<file path="config.mk">
export PLATFORM = sky130hd
export DESIGN_NAME = id_ex_pipe_reg_flat
export DESIGN_NICKNAME = d
export VERILOG_FILES = /design/src/rtl/id_ex_pipe_reg_pkg.sv /design/src/rtl/id_ex_pipe_reg_if.sv /design/src/rtl/id_ex_pipe_reg_pipe_field_reg.sv /design/src/rtl/id_ex_pipe_reg.sv /design/src/flat_wrapper.sv
export SDC_FILE = /design/constraint.sdc
export NUM_CORES = 1
export LEC_CHECK = 0
export BUFFER_PORTS_ARGS = -buffer_cell sky130_fd_sc_hd__buf_4
export CORE_ASPECT_RATIO = 1.1
export CORE_MARGIN = 8
export CORE_UTILIZATION = 44
export CTS_CLUSTER_DIAMETER = 30
export DETAILED_ROUTE_END_ITERATION = 8
export GPL_TIMING_DRIVEN = 0
export HOLD_SLACK_MARGIN = 0.06
export PLACE_DENSITY = 0.87
export SLEW_MARGIN = 25
export SYNTH_ARGS = -nofsm -noshare
export SYNTH_HDL_FRONTEND = slang
export SYNTH_HIERARCHICAL = 1
export SYNTH_SLANG_ARGS = --single-unit
export TNS_END_PERCENT = 5
</file>
<file path="constraint.sdc">
create_clock -name clk -period 4.2 [get_ports clk]
set_clock_uncertainty 0.1 [all_clocks]
set_input_delay 0.42 -clock clk [delete_from_list [all_inputs] [get_ports clk]]
set_output_delay 0.42 -clock clk [all_outputs]
set_load 0.005 [all_outputs]
</file>
<file path="src/rtl/id_ex_pipe_reg_pkg.sv">
// id_ex_pipe_reg_pkg: shared encodings and control-bundle layout for the ID/EX pipeline register.
package id_ex_pipe_reg_pkg;
  localparam int EX_CMD_W = 4;
  localparam int SHIFT_OP_W = 12;
  localparam int IMM24_W = 24;
  typedef enum logic [EX_CMD_W-1:0] {
    EX_NOP = 4'h0,
    EX_MOV = 4'h1,
    EX_ADD = 4'h2,
    EX_ADC = 4'h3,
    EX_SUB = 4'h4,
    EX_SBC = 4'h5,
    EX_AND = 4'h6,
    EX_ORR = 4'h7,
    EX_EOR = 4'h8,
    EX_MVN = 4'h9,
    EX_CMP = 4'hA,
    EX_TST = 4'hB,
    EX_LDR = 4'hC,
    EX_STR = 4'hD
  } ex_cmd_e;
  localparam logic [1:0] MODE_ARITH = 2'b00;
  localparam logic [1:0] MODE_MEM = 2'b01;
  localparam logic [1:0] MODE_BRANCH = 2'b10;
  localparam logic [3:0] OP_AND = 4'b0000;
  localparam logic [3:0] OP_EOR = 4'b0001;
  localparam logic [3:0] OP_SUB = 4'b0010;
  localparam logic [3:0] OP_ADD = 4'b0100;
  localparam logic [3:0] OP_ADC = 4'b0101;
  localparam logic [3:0] OP_SBC = 4'b0110;
  localparam logic [3:0] OP_TST = 4'b1000;
  localparam logic [3:0] OP_CMP = 4'b1010;
  localparam logic [3:0] OP_ORR = 4'b1100;
  localparam logic [3:0] OP_MOV = 4'b1101;
  localparam logic [3:0] OP_MVN = 4'b1111;
  // valid rides with the control bits so bubbles and flushes clear it together
  typedef struct packed {
    ex_cmd_e ex_cmd;
    logic mem_read;
    logic mem_write;
    logic wb_en;
    logic b;
    logic s;
    logic valid;
  } ctrl_t;
  localparam int CTRL_W = $bits(ctrl_t);
endpackage

</file>
<file path="src/rtl/id_ex_pipe_reg_if.sv">
// id_ex_pipe_reg_if: decode-side inputs and execute-side outputs of the ID/EX register.
interface id_ex_pipe_reg_if #(parameter int DATA_W = 32, parameter int REG_W = 4, parameter int CNT_W = 16);
  import id_ex_pipe_reg_pkg::*;
  logic freeze, flush, bubble_in;
  logic [DATA_W-1:0] pc_in, val_rn_in, val_rm_in, pc_out, val_rn_out, val_rm_out;
  logic [EX_CMD_W-1:0] ex_cmd_in, ex_cmd_out;
  logic mem_read_in, mem_write_in, wb_en_in, b_in, s_in, imm_in;
  logic mem_read_out, mem_write_out, wb_en_out, b_out, s_out, imm_out;
  logic [SHIFT_OP_W-1:0] shift_op_in, shift_op_out;
  logic [IMM24_W-1:0] imm24_in, imm24_out;
  logic [REG_W-1:0] dest_in, src1_in, src2_in, dest_out, src1_out, src2_out;
  logic valid_out;
  logic [CNT_W-1:0] bubble_cnt, flush_cnt;
  modport master (
    output freeze, flush, bubble_in, pc_in, ex_cmd_in, mem_read_in, mem_write_in, wb_en_in, b_in, s_in,
           imm_in, val_rn_in, val_rm_in, shift_op_in, imm24_in, dest_in, src1_in, src2_in,
    input  pc_out, ex_cmd_out, mem_read_out, mem_write_out, wb_en_out, b_out, s_out, imm_out,
           val_rn_out, val_rm_out, shift_op_out, imm24_out, dest_out, src1_out, src2_out,
           valid_out, bubble_cnt, flush_cnt
  );
  modport slave (
    input  freeze, flush, bubble_in, pc_in, ex_cmd_in, mem_read_in, mem_write_in, wb_en_in, b_in, s_in,
           imm_in, val_rn_in, val_rm_in, shift_op_in, imm24_in, dest_in, src1_in, src2_in,
    output pc_out, ex_cmd_out, mem_read_out, mem_write_out, wb_en_out, b_out, s_out, imm_out,
           val_rn_out, val_rm_out, shift_op_out, imm24_out, dest_out, src1_out, src2_out,
           valid_out, bubble_cnt, flush_cnt
  );
endinterface

</file>
<file path="src/rtl/id_ex_pipe_reg_pipe_field_reg.sv">
// pipe_field_reg: register slice with clear (to clear_value_i) over hold over load.
module pipe_field_reg #(parameter int W = 8) (
  input  logic         clk,
  input  logic         rst,
  input  logic         clear_i,
  input  logic         hold_i,
  input  logic [W-1:0] clear_value_i,
  input  logic [W-1:0] d_i,
  output logic [W-1:0] q_o
);
  logic [W-1:0] q_q, q_d;
  always_comb q_d = clear_i ? clear_value_i : hold_i ? q_q : d_i;
  always_ff @(posedge clk or posedge rst)
    if (rst) q_q <= '0;
    else q_q <= q_d;
  assign q_o = q_q;
endmodule

</file>
<file path="src/rtl/id_ex_pipe_reg.sv">
// id_ex_pipe_reg: ID/EX pipeline register with freeze, flush, bubble insertion and perf counters.
module id_ex_pipe_reg
  import id_ex_pipe_reg_pkg::*;
#(
  parameter int DATA_W = 32,
  parameter int REG_W = 4,
  parameter int CNT_W = 16
) (
  input logic clk,
  input logic rst,
  id_ex_pipe_reg_if.slave p
);
  localparam int DATA_BW = 3 * DATA_W + SHIFT_OP_W + IMM24_W + 3 * REG_W + 1;
  ctrl_t ctrl_d, ctrl_q;
  logic [CTRL_W-1:0] ctrl_raw_q;
  logic [DATA_BW-1:0] data_d, data_q;
  logic bubble_take;
  logic [CNT_W-1:0] bubble_cnt_q, bubble_cnt_d, flush_cnt_q, flush_cnt_d;
  assign ctrl_d = '{ex_cmd: ex_cmd_e'(p.ex_cmd_in), mem_read: p.mem_read_in, mem_write: p.mem_write_in,
                    wb_en: p.wb_en_in, b: p.b_in, s: p.s_in, valid: 1'b1};
  assign data_d = {p.pc_in, p.val_rn_in, p.val_rm_in, p.shift_op_in, p.imm24_in,
                   p.dest_in, p.src1_in, p.src2_in, p.imm_in};
  // a bubble zeroes only the control slice; operands still load for forwarding compares
  pipe_field_reg #(.W(CTRL_W)) u_ctrl (
    .clk(clk), .rst(rst), .clear_i(p.flush | (p.bubble_in & ~p.freeze)), .hold_i(p.freeze),
    .clear_value_i('0), .d_i(ctrl_d), .q_o(ctrl_raw_q)
  );
  pipe_field_reg #(.W(DATA_BW)) u_data (
    .clk(clk), .rst(rst), .clear_i(p.flush), .hold_i(p.freeze),
    .clear_value_i('0), .d_i(data_d), .q_o(data_q)
  );
  assign ctrl_q = ctrl_t'(ctrl_raw_q);
  assign p.ex_cmd_out = ctrl_q.ex_cmd;
  assign p.mem_read_out = ctrl_q.mem_read;
  assign p.mem_write_out = ctrl_q.mem_write;
  assign p.wb_en_out = ctrl_q.wb_en;
  assign p.b_out = ctrl_q.b;
  assign p.s_out = ctrl_q.s;
  assign p.valid_out = ctrl_q.valid;
  assign {p.pc_out, p.val_rn_out, p.val_rm_out, p.shift_op_out, p.imm24_out,
          p.dest_out, p.src1_out, p.src2_out, p.imm_out} = data_q;
  assign bubble_take = p.bubble_in & ~p.flush & ~p.freeze;
  assign bubble_cnt_d = bubble_cnt_q + {{(CNT_W-1){1'b0}}, bubble_take & ~&bubble_cnt_q};
  assign flush_cnt_d = flush_cnt_q + {{(CNT_W-1){1'b0}}, p.flush & ~&flush_cnt_q};
  always_ff @(posedge clk or posedge rst)
    if (rst) begin
      bubble_cnt_q <= '0;
      flush_cnt_q <= '0;
    end else begin
      bubble_cnt_q <= bubble_cnt_d;
      flush_cnt_q <= flush_cnt_d;
    end
  assign p.bubble_cnt = bubble_cnt_q;
  assign p.flush_cnt = flush_cnt_q;
endmodule
</file>
<file path="src/flat_wrapper.sv">
// flat-port wrapper written by rule: the top's interface ports become plain ports
module id_ex_pipe_reg_flat import id_ex_pipe_reg_pkg::*;
#(
  parameter int DATA_W = 32,
  parameter int REG_W = 4,
  parameter int CNT_W = 16
)
  (clk, rst, p_freeze, p_flush, p_bubble_in, p_pc_in, p_ex_cmd_in, p_mem_read_in, p_mem_write_in, p_wb_en_in, p_b_in, p_s_in, p_imm_in, p_val_rn_in, p_val_rm_in, p_shift_op_in, p_imm24_in, p_dest_in, p_src1_in, p_src2_in, p_pc_out, p_ex_cmd_out, p_mem_read_out, p_mem_write_out, p_wb_en_out, p_b_out, p_s_out, p_imm_out, p_val_rn_out, p_val_rm_out, p_shift_op_out, p_imm24_out, p_dest_out, p_src1_out, p_src2_out, p_valid_out, p_bubble_cnt, p_flush_cnt);
  id_ex_pipe_reg_if #(.DATA_W(DATA_W), .REG_W(REG_W), .CNT_W(CNT_W)) p_i ();
  input logic clk;
  input logic rst;
  input wire logic [$bits(p_i.freeze)-1:0] p_freeze;
  input wire logic [$bits(p_i.flush)-1:0] p_flush;
  input wire logic [$bits(p_i.bubble_in)-1:0] p_bubble_in;
  input wire logic [$bits(p_i.pc_in)-1:0] p_pc_in;
  input wire logic [$bits(p_i.ex_cmd_in)-1:0] p_ex_cmd_in;
  input wire logic [$bits(p_i.mem_read_in)-1:0] p_mem_read_in;
  input wire logic [$bits(p_i.mem_write_in)-1:0] p_mem_write_in;
  input wire logic [$bits(p_i.wb_en_in)-1:0] p_wb_en_in;
  input wire logic [$bits(p_i.b_in)-1:0] p_b_in;
  input wire logic [$bits(p_i.s_in)-1:0] p_s_in;
  input wire logic [$bits(p_i.imm_in)-1:0] p_imm_in;
  input wire logic [$bits(p_i.val_rn_in)-1:0] p_val_rn_in;
  input wire logic [$bits(p_i.val_rm_in)-1:0] p_val_rm_in;
  input wire logic [$bits(p_i.shift_op_in)-1:0] p_shift_op_in;
  input wire logic [$bits(p_i.imm24_in)-1:0] p_imm24_in;
  input wire logic [$bits(p_i.dest_in)-1:0] p_dest_in;
  input wire logic [$bits(p_i.src1_in)-1:0] p_src1_in;
  input wire logic [$bits(p_i.src2_in)-1:0] p_src2_in;
  output wire logic [$bits(p_i.pc_out)-1:0] p_pc_out;
  output wire logic [$bits(p_i.ex_cmd_out)-1:0] p_ex_cmd_out;
  output wire logic [$bits(p_i.mem_read_out)-1:0] p_mem_read_out;
  output wire logic [$bits(p_i.mem_write_out)-1:0] p_mem_write_out;
  output wire logic [$bits(p_i.wb_en_out)-1:0] p_wb_en_out;
  output wire logic [$bits(p_i.b_out)-1:0] p_b_out;
  output wire logic [$bits(p_i.s_out)-1:0] p_s_out;
  output wire logic [$bits(p_i.imm_out)-1:0] p_imm_out;
  output wire logic [$bits(p_i.val_rn_out)-1:0] p_val_rn_out;
  output wire logic [$bits(p_i.val_rm_out)-1:0] p_val_rm_out;
  output wire logic [$bits(p_i.shift_op_out)-1:0] p_shift_op_out;
  output wire logic [$bits(p_i.imm24_out)-1:0] p_imm24_out;
  output wire logic [$bits(p_i.dest_out)-1:0] p_dest_out;
  output wire logic [$bits(p_i.src1_out)-1:0] p_src1_out;
  output wire logic [$bits(p_i.src2_out)-1:0] p_src2_out;
  output wire logic [$bits(p_i.valid_out)-1:0] p_valid_out;
  output wire logic [$bits(p_i.bubble_cnt)-1:0] p_bubble_cnt;
  output wire logic [$bits(p_i.flush_cnt)-1:0] p_flush_cnt;
  assign p_i.freeze = p_freeze;
  assign p_i.flush = p_flush;
  assign p_i.bubble_in = p_bubble_in;
  assign p_i.pc_in = p_pc_in;
  assign p_i.ex_cmd_in = p_ex_cmd_in;
  assign p_i.mem_read_in = p_mem_read_in;
  assign p_i.mem_write_in = p_mem_write_in;
  assign p_i.wb_en_in = p_wb_en_in;
  assign p_i.b_in = p_b_in;
  assign p_i.s_in = p_s_in;
  assign p_i.imm_in = p_imm_in;
  assign p_i.val_rn_in = p_val_rn_in;
  assign p_i.val_rm_in = p_val_rm_in;
  assign p_i.shift_op_in = p_shift_op_in;
  assign p_i.imm24_in = p_imm24_in;
  assign p_i.dest_in = p_dest_in;
  assign p_i.src1_in = p_src1_in;
  assign p_i.src2_in = p_src2_in;
  assign p_pc_out = p_i.pc_out;
  assign p_ex_cmd_out = p_i.ex_cmd_out;
  assign p_mem_read_out = p_i.mem_read_out;
  assign p_mem_write_out = p_i.mem_write_out;
  assign p_wb_en_out = p_i.wb_en_out;
  assign p_b_out = p_i.b_out;
  assign p_s_out = p_i.s_out;
  assign p_imm_out = p_i.imm_out;
  assign p_val_rn_out = p_i.val_rn_out;
  assign p_val_rm_out = p_i.val_rm_out;
  assign p_shift_op_out = p_i.shift_op_out;
  assign p_imm24_out = p_i.imm24_out;
  assign p_dest_out = p_i.dest_out;
  assign p_src1_out = p_i.src1_out;
  assign p_src2_out = p_i.src2_out;
  assign p_valid_out = p_i.valid_out;
  assign p_bubble_cnt = p_i.bubble_cnt;
  assign p_flush_cnt = p_i.flush_cnt;
  id_ex_pipe_reg #(.DATA_W(DATA_W), .REG_W(REG_W), .CNT_W(CNT_W)) u_core (.clk(clk), .rst(rst), .p(p_i));
endmodule
</file>
==> flow_summary.yaml, run 1 <==
detailed_routing:
  number_of_drc_violations_after_detailed_routing: 0
  totalWireLength_um: 27800
  drt_pass1_iterations: 5
  routed-via-count: 7487
  route.detailed.wl_per_inst_um: 17.5
  drt_first_iter_violations: 333
  detail-route-antenna-nets: 0
  post_drt_via_cell_ratio: 4.72
final_layout:
  antenna-diode-count: 0
  fraction_of_final_layout_cells_sized_beyond_drive_strength_1_pct: 31.8
  stdcell_area_um2: 12900
  final_net_count: 1490
  syn2layout_area_growth_pct: 49.8
place:
  detailedPlace.worstSlack_ns: 1.78
  placed_cell_area_um2: 12200
  routabilityCongestion: 0.815
  io_buffers: 345
  dp_hpwl_um: 22000
global_route:
  via_count_of_the_first_global_routing_pass: 7932
  wire_length_of_the_first_global_routing_pass_um: 42900
  antenna_found_initial: 0
  grt_overflow: 0
  largest_net_degree_at_the_start_of_global_routing: 33
  global_route.usage.total_pct: 22.7
clocking:
  cts_max_level: 4
  clock_tree_from_tritoncts: "yes"
  clkSlewWorstSetupHoldPaths_ns: 0.08
  cts_resized: 0
  cts_root_buf: "sky130_fd_sc_hd__clkbuf_16"
  clock_path_buffers: 2
  clock_latency_ns: 0.42
  clock-sinks: 187
  cts_inserted_buffers: 17
setup_path:
  cp_data_required_time_ns: 4.41
  timing.critical_path.to_type: "register"
  startpoint_type: "register"
  critical_path.max_fanout: 5
  critical_path_arrival_ns: 2.67
  worstSetupPathType: "register to register"
sta:
  max_freq_mhz: 407
  hold_violations: 0
  worst_pin_slew_ns: 0.667
  fin_setup_tns_ns: 0
  post_route_worst_setup_slack_ns: 1.74
  period_minus_slack_ns: 2.46
  number_of_endpoints_failing_setup_at_the_final_stage: 0
  slew-limit-headroom_pct: 55.5
  total_count_of_max_transition_violations_in_the_final_report: 0
  rsz0062_at_grt: "no"
  final_min_period_over_clock_period_pct: 58.5
power_and_ir_drop:
  vdd.ir_drop.worst_mv: 0.273
  power.density_nw_per_um2: 375
  leakagePower_nw: 6.79
  clock_power_share_pct: 35.5
  comb_power_share_pct: 19.7
  netSwitchingFraction_pct: 28.5
  power.share.sequential_pct: 44.8
  internal_power_mw: 3.45
  power.total_mw: 4.82
  netSwitchingPower_mw: 1.37
floorplan:
  core_area_um2: 19100
  num_rows: 53
  initial_util_pct: 44.9
  fp.dieArea_um2: 24200
  ios: 346
  die_height_um: 162
  die_w_um: 149
status:
  run_status: "complete, no violations"
synthesis:
  syn-cell-area_um2: 8580
  seq_area_frac_synth_pct: 54.5
  yosysUniqueCellTypes: 33
  yosysWarningCount: 6
  yosys_register_bits: 187
  syn-mean-instance-area_um2: 10.7
  synthCells: 800
worst_hold_path:
  hold_class: "input port to register"
flow_run:
  cap_violations: 0
-- final cells by class --
type                            instances  area [µm²]
Clock inverter                         14         198
Tap cell                              247         309
Clock buffer                           18         439
Multi-Input combinational cell        712        4170
Fill cell                            1466        6240
Inverter                                4        18.8
Timing Repair Buffer                  352        2750
Sequential cell                       187        4680
Buffer                                 51         300
-- metrics by stage --
| step | util (%) | cells | hold slack, ns |
|---|---|---|---|
| 3_5_place_dp | 63.9 | 1552 | 0.357 |
| 6_report | 67.3 | 1585 | 0.172 |
| 5_1_grt | 67.3 | 1585 | 0.158 |
| 2_1_floorplan | - | 954 | 0.160 |
| 4_1_cts | 67.3 | 1585 | 0.153 |
| 3_3_place_gp | 63.2 | 1546 | 0.348 |
-- power by group through the flow --
stage	registers, mW	clock network [mW]	logic (mW)
3_5_place_dp	2.19	0	0.957
3_3_place_gp	2.18	0	0.912
5_1_grt	2.19	1.84	1.04
4_1_cts	2.16	1.75	0.959
2_1_floorplan	2.18	0	0.371
6_report	2.16	1.71	0.950
-- state kept, by name, indices dropped and copies added, names as in the netlist --
name,flops
u_core/u_ctrl/q_o,10
u_core/p.flush_cnt,16
u_core/u_data/q_o,145
u_core/p.bubble_cnt,16
-- kinds of logic after synthesis --
logic type               after synthesis  share of synthesized area, %
buffers and inverters                 55                          3.67
AO/OA/AOI/OAI                        157                          9.26
adder cells (fa/ha/maj)                6                         0.875
other                                  2                        0.0875
flip-flops                           187                          54.5
multiplexers                         155                          18.1
XOR/XNOR                              28                          2.86
AND/OR/NAND/NOR                      210                          10.6
-- routing by layer --
metal  global-route usage [%]  up-vias  part of all wire, %
met1                     25.2     3535                   38
li1                         -     3644                    -
met4                     6.66        0                  2.0
met5                        0        -                    0
met3                     7.67       37                  7.8
met2                     40.3      271                   52
-- Yosys cell counts (all sizes together) --
cell type  number  area [µm²]
dfrtp         187        4680
o21a            1        7.51
mux2i         155        1550
nor4            1        12.5
and2            2        13.8
nand2         164         618
xnor2          16         140
nand4          11        83.8
nor3            3        25.0
nor2            9        33.8
ha              6        75.1
and4            3        26.3
o21ai         155         780
and4b           1        10.0
a21o            1        7.51
clkbuf         18        67.6
nand3          13        70.1
xor2           12         105
inv             4        15.0
buf            33         233
conb            2        7.51
and3            3        20.0
-- critical path, cell delays in order, from the launching register on --
cell	delay (ns)
sky130_fd_sc_hd__dfrtp_1	0.43
sky130_fd_sc_hd__nand4_1	0.21
sky130_fd_sc_hd__nor2_1	0.24
sky130_fd_sc_hd__nand3_1	0.11
sky130_fd_sc_hd__o21a_1	0.21
sky130_fd_sc_hd__ha_1	0.22
sky130_fd_sc_hd__ha_1	0.24
sky130_fd_sc_hd__and4_1	0.25
sky130_fd_sc_hd__nand2_2	0.11
sky130_fd_sc_hd__nor2_1	0.06
sky130_fd_sc_hd__xor2_1	0.15
-- timing repair --
item | CTS | global route
setup buffers | 0 | 0
hold buffers | 1 | 0
setup endpoints to repair | 0 | 0
hold endpoints to repair | 54 | 0
-- placed cells by master (no fill, tap or decap), types with 4 or more instances in the layout --
cell                        count
sky130_fd_sc_hd__nand4_1       10
sky130_fd_sc_hd__dfrtp_1      187
sky130_fd_sc_hd__buf_6          7
sky130_fd_sc_hd__mux2i_1      155
sky130_fd_sc_hd__inv_8          4
sky130_fd_sc_hd__nand2_1      163
sky130_fd_sc_hd__xor2_1        12
sky130_fd_sc_hd__buf_4        355
sky130_fd_sc_hd__clkbuf_16     17
sky130_fd_sc_hd__buf_2         15
sky130_fd_sc_hd__nor2_1         9
sky130_fd_sc_hd__buf_16         4
sky130_fd_sc_hd__conb_1       156
sky130_fd_sc_hd__ha_1           6
sky130_fd_sc_hd__o21ai_1       59
sky130_fd_sc_hd__o21ai_0       95
sky130_fd_sc_hd__inv_6          4
sky130_fd_sc_hd__clkbuf_1      18
sky130_fd_sc_hd__nand3_1       12
sky130_fd_sc_hd__xnor2_1       16
-- worst paths after layout --
path                       cells past startpoint  slack (ns)                         startpoint                                 to
min                                            3        0.17                    p_val_rm_in[29]  u_core/u_data/q_o[78]$_DFFE_PP0P_
max                                           10        1.74    u_core/p.flush_cnt[8]$_DFF_PP0_   u_core/p.flush_cnt[12]$_DFF_PP0_
min reg2reg                                    1        0.39  u_core/p.bubble_cnt[15]$_DFF_PP0_  u_core/p.bubble_cnt[15]$_DFF_PP0_
max in group asynchronous                      7        2.57                                rst  u_core/u_data/q_o[92]$_DFFE_PP0P_
min in group asynchronous                      3        0.45                                rst   u_core/u_ctrl/q_o[9]$_DFFE_PP0P_
max reg2reg                                   10        1.74    u_core/p.flush_cnt[8]$_DFF_PP0_   u_core/p.flush_cnt[12]$_DFF_PP0_
No activity file was read; power rests on OpenSTA's default activity.
==> inputs of run 2 (changes only) <==
Settings changed: CORE_UTILIZATION 44 to 49, PLACE_DENSITY 0.87 to 0.91.
Clock period 4.2 ns to 2.54 ns, I/O delays scaled along.
==> run 2 against run 1 <==
Effect of this change: the flow now finishes with violations (negative setup slack); cell count grew 7.9%; worst setup slack lost 1.7 ns; flip-flop and latch count is the same; die area shrank 9.2%; worst hold slack lost 0.11 ns; power grew 67%; sequential power grew 68%; register-to-register slack lost 1.7 ns; maximum frequency shrank 3.5%; largest cell class unchanged; largest power group unchanged.
==> flow_summary.yaml, run 2 (same netlist as run 1, synthesis figures left out) <==
status:
  run_status: "finished with violations"
  violations: "negative setup slack"
clocking:
  clkSlewWorstSetupHoldPaths_ns: 0.08
  cts_root_buf: "sky130_fd_sc_hd__clkbuf_16"
  clock_tree_from_tritoncts: "yes"
  cts_inserted_buffers: 17
  clock_path_buffers: 2
  clock-sinks: 187
  cts_max_level: 4
  clock_latency_ns: 0.44
setup_path:
  timing.critical_path.to_type: "register"
  path_cells: "nand4_1, nor2_2, nand3_1, o21a_1, ha_1, ha_1, and4_2, nand2_2, nor2_1, xor2_1"
  cp_data_required_time_ns: 2.78
  worst_path_largest_cell_delay_ns: 0.42
  worst_path_max_delay_cell: "sky130_fd_sc_hd__dfrtp_1"
  critical_path.most_common_cell: "sky130_fd_sc_hd__ha_1"
  startpoint_type: "register"
  worstSetupPathType: "register to register"
  cp_buf_inv_count: 0
  critPathTopFamily: "simple AND/OR/NAND/NOR gates"
  critical_path_arrival_ns: 2.78
  critical_path.max_fanout: 4
floorplan:
  die_height_um: 155
  ios: 346
  initial_util_pct: 50.2
  die_w_um: 142
  fp.dieArea_um2: 22000
  core_area_um2: 17100
  num_rows: 50
global_route:
  wire_length_of_the_first_global_routing_pass_um: 55700
  antenna_found_initial: 2
  grt_overflow: 0
  largest_net_degree_at_the_start_of_global_routing: 33
  global_route.usage.total_pct: 32.9
  via_count_of_the_first_global_routing_pass: 9927
final_layout:
  final_net_count: 1627
  commonest_non_fill_non_tap_cell_in_the_layout: "sky130_fd_sc_hd__buf_4"
  final_cell_mix: "sky130_fd_sc_hd__buf_4, sky130_fd_sc_hd__dfrtp_1, sky130_fd_sc_hd__nand2_1"
  largest_reg_flops: 145
  syn2layout_area_growth_pct: 64.1
  multi_input_area_um2: 4170
  fillers: 887
  fraction_of_final_layout_cells_sized_beyond_drive_strength_1_pct: 29.0
  layout.cells.non_filler: 1710
  final-seq-area_um2: 4680
sta:
  period_minus_slack_ns: 2.55
  fin_setup_tns_ns: -0.00615
  max_freq_mhz: 393
  total_count_of_max_transition_violations_in_the_final_report: 0
  worst_hold_slack_ns: 0.0650
  final_min_period_over_clock_period_pct: 100
  worst_pin_slew_ns: 0.695
  number_of_endpoints_failing_setup_at_the_final_stage: 1
  post_route_worst_setup_slack_ns: -0.00615
  hold_violations: 0
  slew-limit-headroom_pct: 53.6
worst_hold_path:
  hold_class: "input port to register"
place:
  placedCellCount: 1538
  routabilityCongestion: 0.846
  io_buffers: 345
  dp_hpwl_um: 22400
power_and_ir_drop:
  leakagePower_nw: 7.30
  vdd.ir_drop.worst_mv: 0.429
  power.density_nw_per_um2: 571
detailed_routing:
  number_of_drc_violations_after_detailed_routing: 0
  totalWireLength_um: 37600
  route.detailed.wl_per_inst_um: 22.0
  routed-via-count: 9209
  drt_pass1_iterations: 5
  drt_first_iter_violations: 706
  post_drt_via_cell_ratio: 5.39
  detail-route-antenna-nets: 0
flow_run:
  cap_violations: 0
==> run 2: cell type report <==
type,instances,share of cell area [%]
Multi-Input combinational cell,712,29.6
Clock buffer,21,3.20
Inverter,4,0.133
Sequential cell,187,33.2
Buffer,51,2.13
Tap cell,234,2.08
Antenna cell,1,0.0178
Clock inverter,11,0.631
Timing Repair Buffer,489,29.0
==> run 2: power breakdown <==
group          switching, mW  total [mW]  leakage, nW  internal, mW
combinational          0.882        1.88         4.74         0.994
sequential             0.332        3.63         2.30          3.29
clock                   1.25        2.54        0.260          1.30
total                   2.46        8.05         7.30          5.59
==> run 2: worst paths after layout <==
kind	from	end	cells after the start	slack [ns]
setup / recovery	u_core/p.flush_cnt[9]$_DFF_PP0_	u_core/p.flush_cnt[12]$_DFF_PP0_	10	-0.006
hold / removal	p_val_rm_in[7]	u_core/u_data/q_o[56]$_DFFE_PP0P_	3	0.06
setup reg to reg	u_core/p.flush_cnt[9]$_DFF_PP0_	u_core/p.flush_cnt[12]$_DFF_PP0_	10	-0.006
hold reg to reg	u_core/p.flush_cnt[15]$_DFF_PP0_	u_core/p.flush_cnt[15]$_DFF_PP0_	1	0.42
max in group asynchronous	rst	u_core/u_data/q_o[68]$_DFFE_PP0P_	6	1.13
min in group asynchronous	rst	u_core/u_data/q_o[11]$_DFFE_PP0P_	3	0.32
==> run 2: worst reg2reg max path, delay by kind of cell, from the launching register on <==
family | cells | cell delay (ns)
adders and majority gates | 2 | 0.47
xor gates and xnor gates | 1 | 0.20
DFF | 1 | 0.42
and+or+nand+nor | 6 | 1.05
AOI/OAI and AO/OA | 1 | 0.22
==> run 2: metrics by stage <==
stage | total power [mW] | worst slack, ns | area, µm² | util, %
4_1_cts | 7.86 | 0.118 | 14000 | 82.2
3_3_place_gp | 5.11 | -0.615 | 12000 | 70.5
3_5_place_dp | 5.19 | 0.135 | 12200 | 71.2
6_report | 8.05 | -0.00615 | 14100 | 82.4
2_1_floorplan | 4.21 | 0.367 | 9160 | -
5_1_grt | 8.35 | -0.0912 | 14100 | 82.4
==> run 2: what timing repair did <==
item	4_1_cts	5_1_grt
buffers inserted	0	4
resized for setup	0	2
endpoints found under the hold margin	209	0
endpoints found under the setup margin	0	2
hold buffers	135	0
==> run 2: layer usage <==
metal  share of wire, %  track usage, %
met5              0.027               0
met4                6.9            23.2
met3                8.7            9.51
met2                 51            57.4
met1                 33            33.3
==> inputs of run 3 (changes only) <==
Settings changed: CORE_UTILIZATION 49 to 53, PLACE_DENSITY 0.91 to 0.95.
Clock period 2.54 ns to 2.95 ns, I/O delays scaled along.
==> run 3 against run 2 <==
Effect of this change: the flow now finishes without violations; largest power group unchanged; worst hold slack better by 0.0040 ns; sequential power is 15% lower; worst setup slack better by 0.48 ns; critical endpoint unchanged.
==> flow_summary.yaml, run 3 (same netlist as run 1, synthesis figures left out) <==
detailed_routing:
  drt_first_iter_violations: 501
  route.detailed.wl_per_inst_um: 20.1
  totalWireLength_um: 31900
  number_of_drc_violations_after_detailed_routing: 0
  routed-via-count: 8257
  post_drt_via_cell_ratio: 5.21
  detail-route-antenna-nets: 0
  drt_pass1_iterations: 5
setup_path:
  startpoint_type: "register"
  critical_path_arrival_ns: 2.69
  timing.critical_path.to_type: "register"
  worstSetupPathType: "register to register"
  cp_data_required_time_ns: 3.16
  critical_path.max_fanout: 4
sta:
  worst_pin_slew_ns: 0.666
  slew-limit-headroom_pct: 55.5
  period_minus_slack_ns: 2.48
  post_route_worst_setup_slack_ns: 0.470
  max_freq_mhz: 403
  final_min_period_over_clock_period_pct: 84.1
  fin_setup_tns_ns: 0
  number_of_endpoints_failing_setup_at_the_final_stage: 0
  total_count_of_max_transition_violations_in_the_final_report: 0
  worst_hold_slack_ns: 0.0690
  hold_violations: 0
  rsz0062_at_grt: "no"
power_and_ir_drop:
  power.share.sequential_pct: 46.1
  internal_power_mw: 4.79
  clock_power_share_pct: 32.5
  comb_power_share_pct: 21.4
  power.density_nw_per_um2: 512
  leakagePower_nw: 6.92
  netSwitchingFraction_pct: 28.7
  vdd.ir_drop.worst_mv: 0.394
  netSwitchingPower_mw: 1.93
floorplan:
  core_area_um2: 16100
  initial_util_pct: 53.2
  fp.dieArea_um2: 20500
  die_w_um: 137
  die_height_um: 149
  ios: 346
  num_rows: 49
place:
  dp_hpwl_um: 22300
  routabilityCongestion: 0.860
  detailedPlace.worstSlack_ns: 0.554
  io_buffers: 345
  placed_cell_area_um2: 12100
global_route:
  global_route.usage.total_pct: 30.6
  antenna_found_initial: 0
  grt_busiest_layer: "met2"
  global_route.usage.met1_pct: 31.0
  largest_net_degree_at_the_start_of_global_routing: 36
  wire_length_of_the_first_global_routing_pass_um: 48400
  grt_overflow: 0
  met3_usage_pct: 9.74
  grt_util_met2_pct: 54.8
  via_count_of_the_first_global_routing_pass: 8904
final_layout:
  fillers: 873
  stdcell_area_um2: 13100
  commonest_non_fill_non_tap_cell_in_the_layout: "sky130_fd_sc_hd__buf_4"
  final_net_count: 1533
  largest_reg_flops: 145
  fraction_of_final_layout_cells_sized_beyond_drive_strength_1_pct: 30.6
  syn2layout_area_growth_pct: 53.0
  final_cell_mix: "sky130_fd_sc_hd__buf_4, sky130_fd_sc_hd__dfrtp_1, sky130_fd_sc_hd__nand2_1"
clocking:
  clkSlewWorstSetupHoldPaths_ns: 0.07
  clock_tree_from_tritoncts: "yes"
  cts_max_level: 4
  hold_buffers: 45
  post-cts-setup-buffers: 0
  clock_path_buffers: 2
  cts_resized: 0
  clock-sinks: 187
  clock_latency_ns: 0.43
  cts_root_buf: "sky130_fd_sc_hd__clkbuf_16"
  cts_inserted_buffers: 17
worst_hold_path:
  hold_class: "input port to register"
flow_run:
  cap_violations: 0
status:
  run_status: "complete, no violations"
## run 3: cell count changes in the layout (fill, tap and decap cells not counted), moves of 2 or more
cell	change
sky130_fd_sc_hd__dlygate4sd3_1	-90
sky130_fd_sc_hd__clkinv_4	-2
sky130_fd_sc_hd__buf_4	-4
sky130_fd_sc_hd__buf_12	-2
sky130_fd_sc_hd__buf_16	+2
sky130_fd_sc_hd__clkinv_2	+5
## run 3: final timing paths
path,startpoint,to,slack [ns],cells past startpoint
setup reg to reg,u_core/p.flush_cnt[10]$_DFF_PP0_,u_core/p.flush_cnt[12]$_DFF_PP0_,0.47,10
min in group asynchronous,rst,u_core/u_ctrl/q_o[1]$_DFFE_PP0P_,0.34,3
max in group asynchronous,rst,u_core/u_data/q_o[125]$_DFFE_PP0P_,1.35,6
hold / removal,p_imm24_in[16],u_core/u_data/q_o[29]$_DFFE_PP0P_,0.07,3
hold reg to reg,u_core/p.bubble_cnt[15]$_DFF_PP0_,u_core/p.bubble_cnt[15]$_DFF_PP0_,0.40,1
setup / recovery,u_core/p.flush_cnt[10]$_DFF_PP0_,u_core/p.flush_cnt[12]$_DFF_PP0_,0.47,10
## run 3: stage by stage
step	total power, mW	utilization, %	cells
final	6.73	81.4	1586
after global routing	7.00	81.4	1585
after CTS	6.68	81.4	1585
after detailed placement	4.47	75.2	1508
after global placement	4.39	74.5	1503
after floorplan	3.63	-	954
## run 3: cell type report
class | count | area, µm² | share of cell area, %
diodes | 1 | 2.50 | 0.0191
plain buffers | 51 | 300 | 2.29
clock buffers | 20 | 447 | 3.40
clock inverters | 12 | 98.8 | 0.753
inverters | 4 | 18.8 | 0.143
multi-input cells | 712 | 4170 | 31.7
flip-flops and latches | 187 | 4680 | 35.6
well taps | 204 | 255 | 1.94
repair buffers | 395 | 3160 | 24.1
## run 3: power groups by stage
stage               clock network [mW]  registers (mW)  logic, mW
floorplan                            0            3.10      0.528
global placement                     0            3.11       1.28
detailed placement                   0            3.12       1.35
CTS                               2.19            3.08       1.40
global route                      2.31            3.13       1.55
finish                            2.19            3.10       1.44
## run 3: layer usage
| metal | vias up | wire, µm |
|---|---|---|
| li1 | 3730 | - |
| met1 | 4012 | 10900 |
| met2 | 404 | 16800 |
| met3 | 111 | 2740 |
| met4 | 0 | 1470 |
| met5 | - | 0 |
## run 3: worst max-delay path, stage by stage (launching register included)
cell and delay (ns):
sky130_fd_sc_hd__dfrtp_1 0.44, sky130_fd_sc_hd__nand4_1 0.25, sky130_fd_sc_hd__nor2_1 0.21, sky130_fd_sc_hd__nand3_1 0.11, sky130_fd_sc_hd__o21a_1 0.20, sky130_fd_sc_hd__ha_1 0.22, sky130_fd_sc_hd__ha_1 0.25, sky130_fd_sc_hd__and4_1 0.27
sky130_fd_sc_hd__nand2_2 0.12, sky130_fd_sc_hd__nor2_1 0.06, sky130_fd_sc_hd__xor2_1 0.15
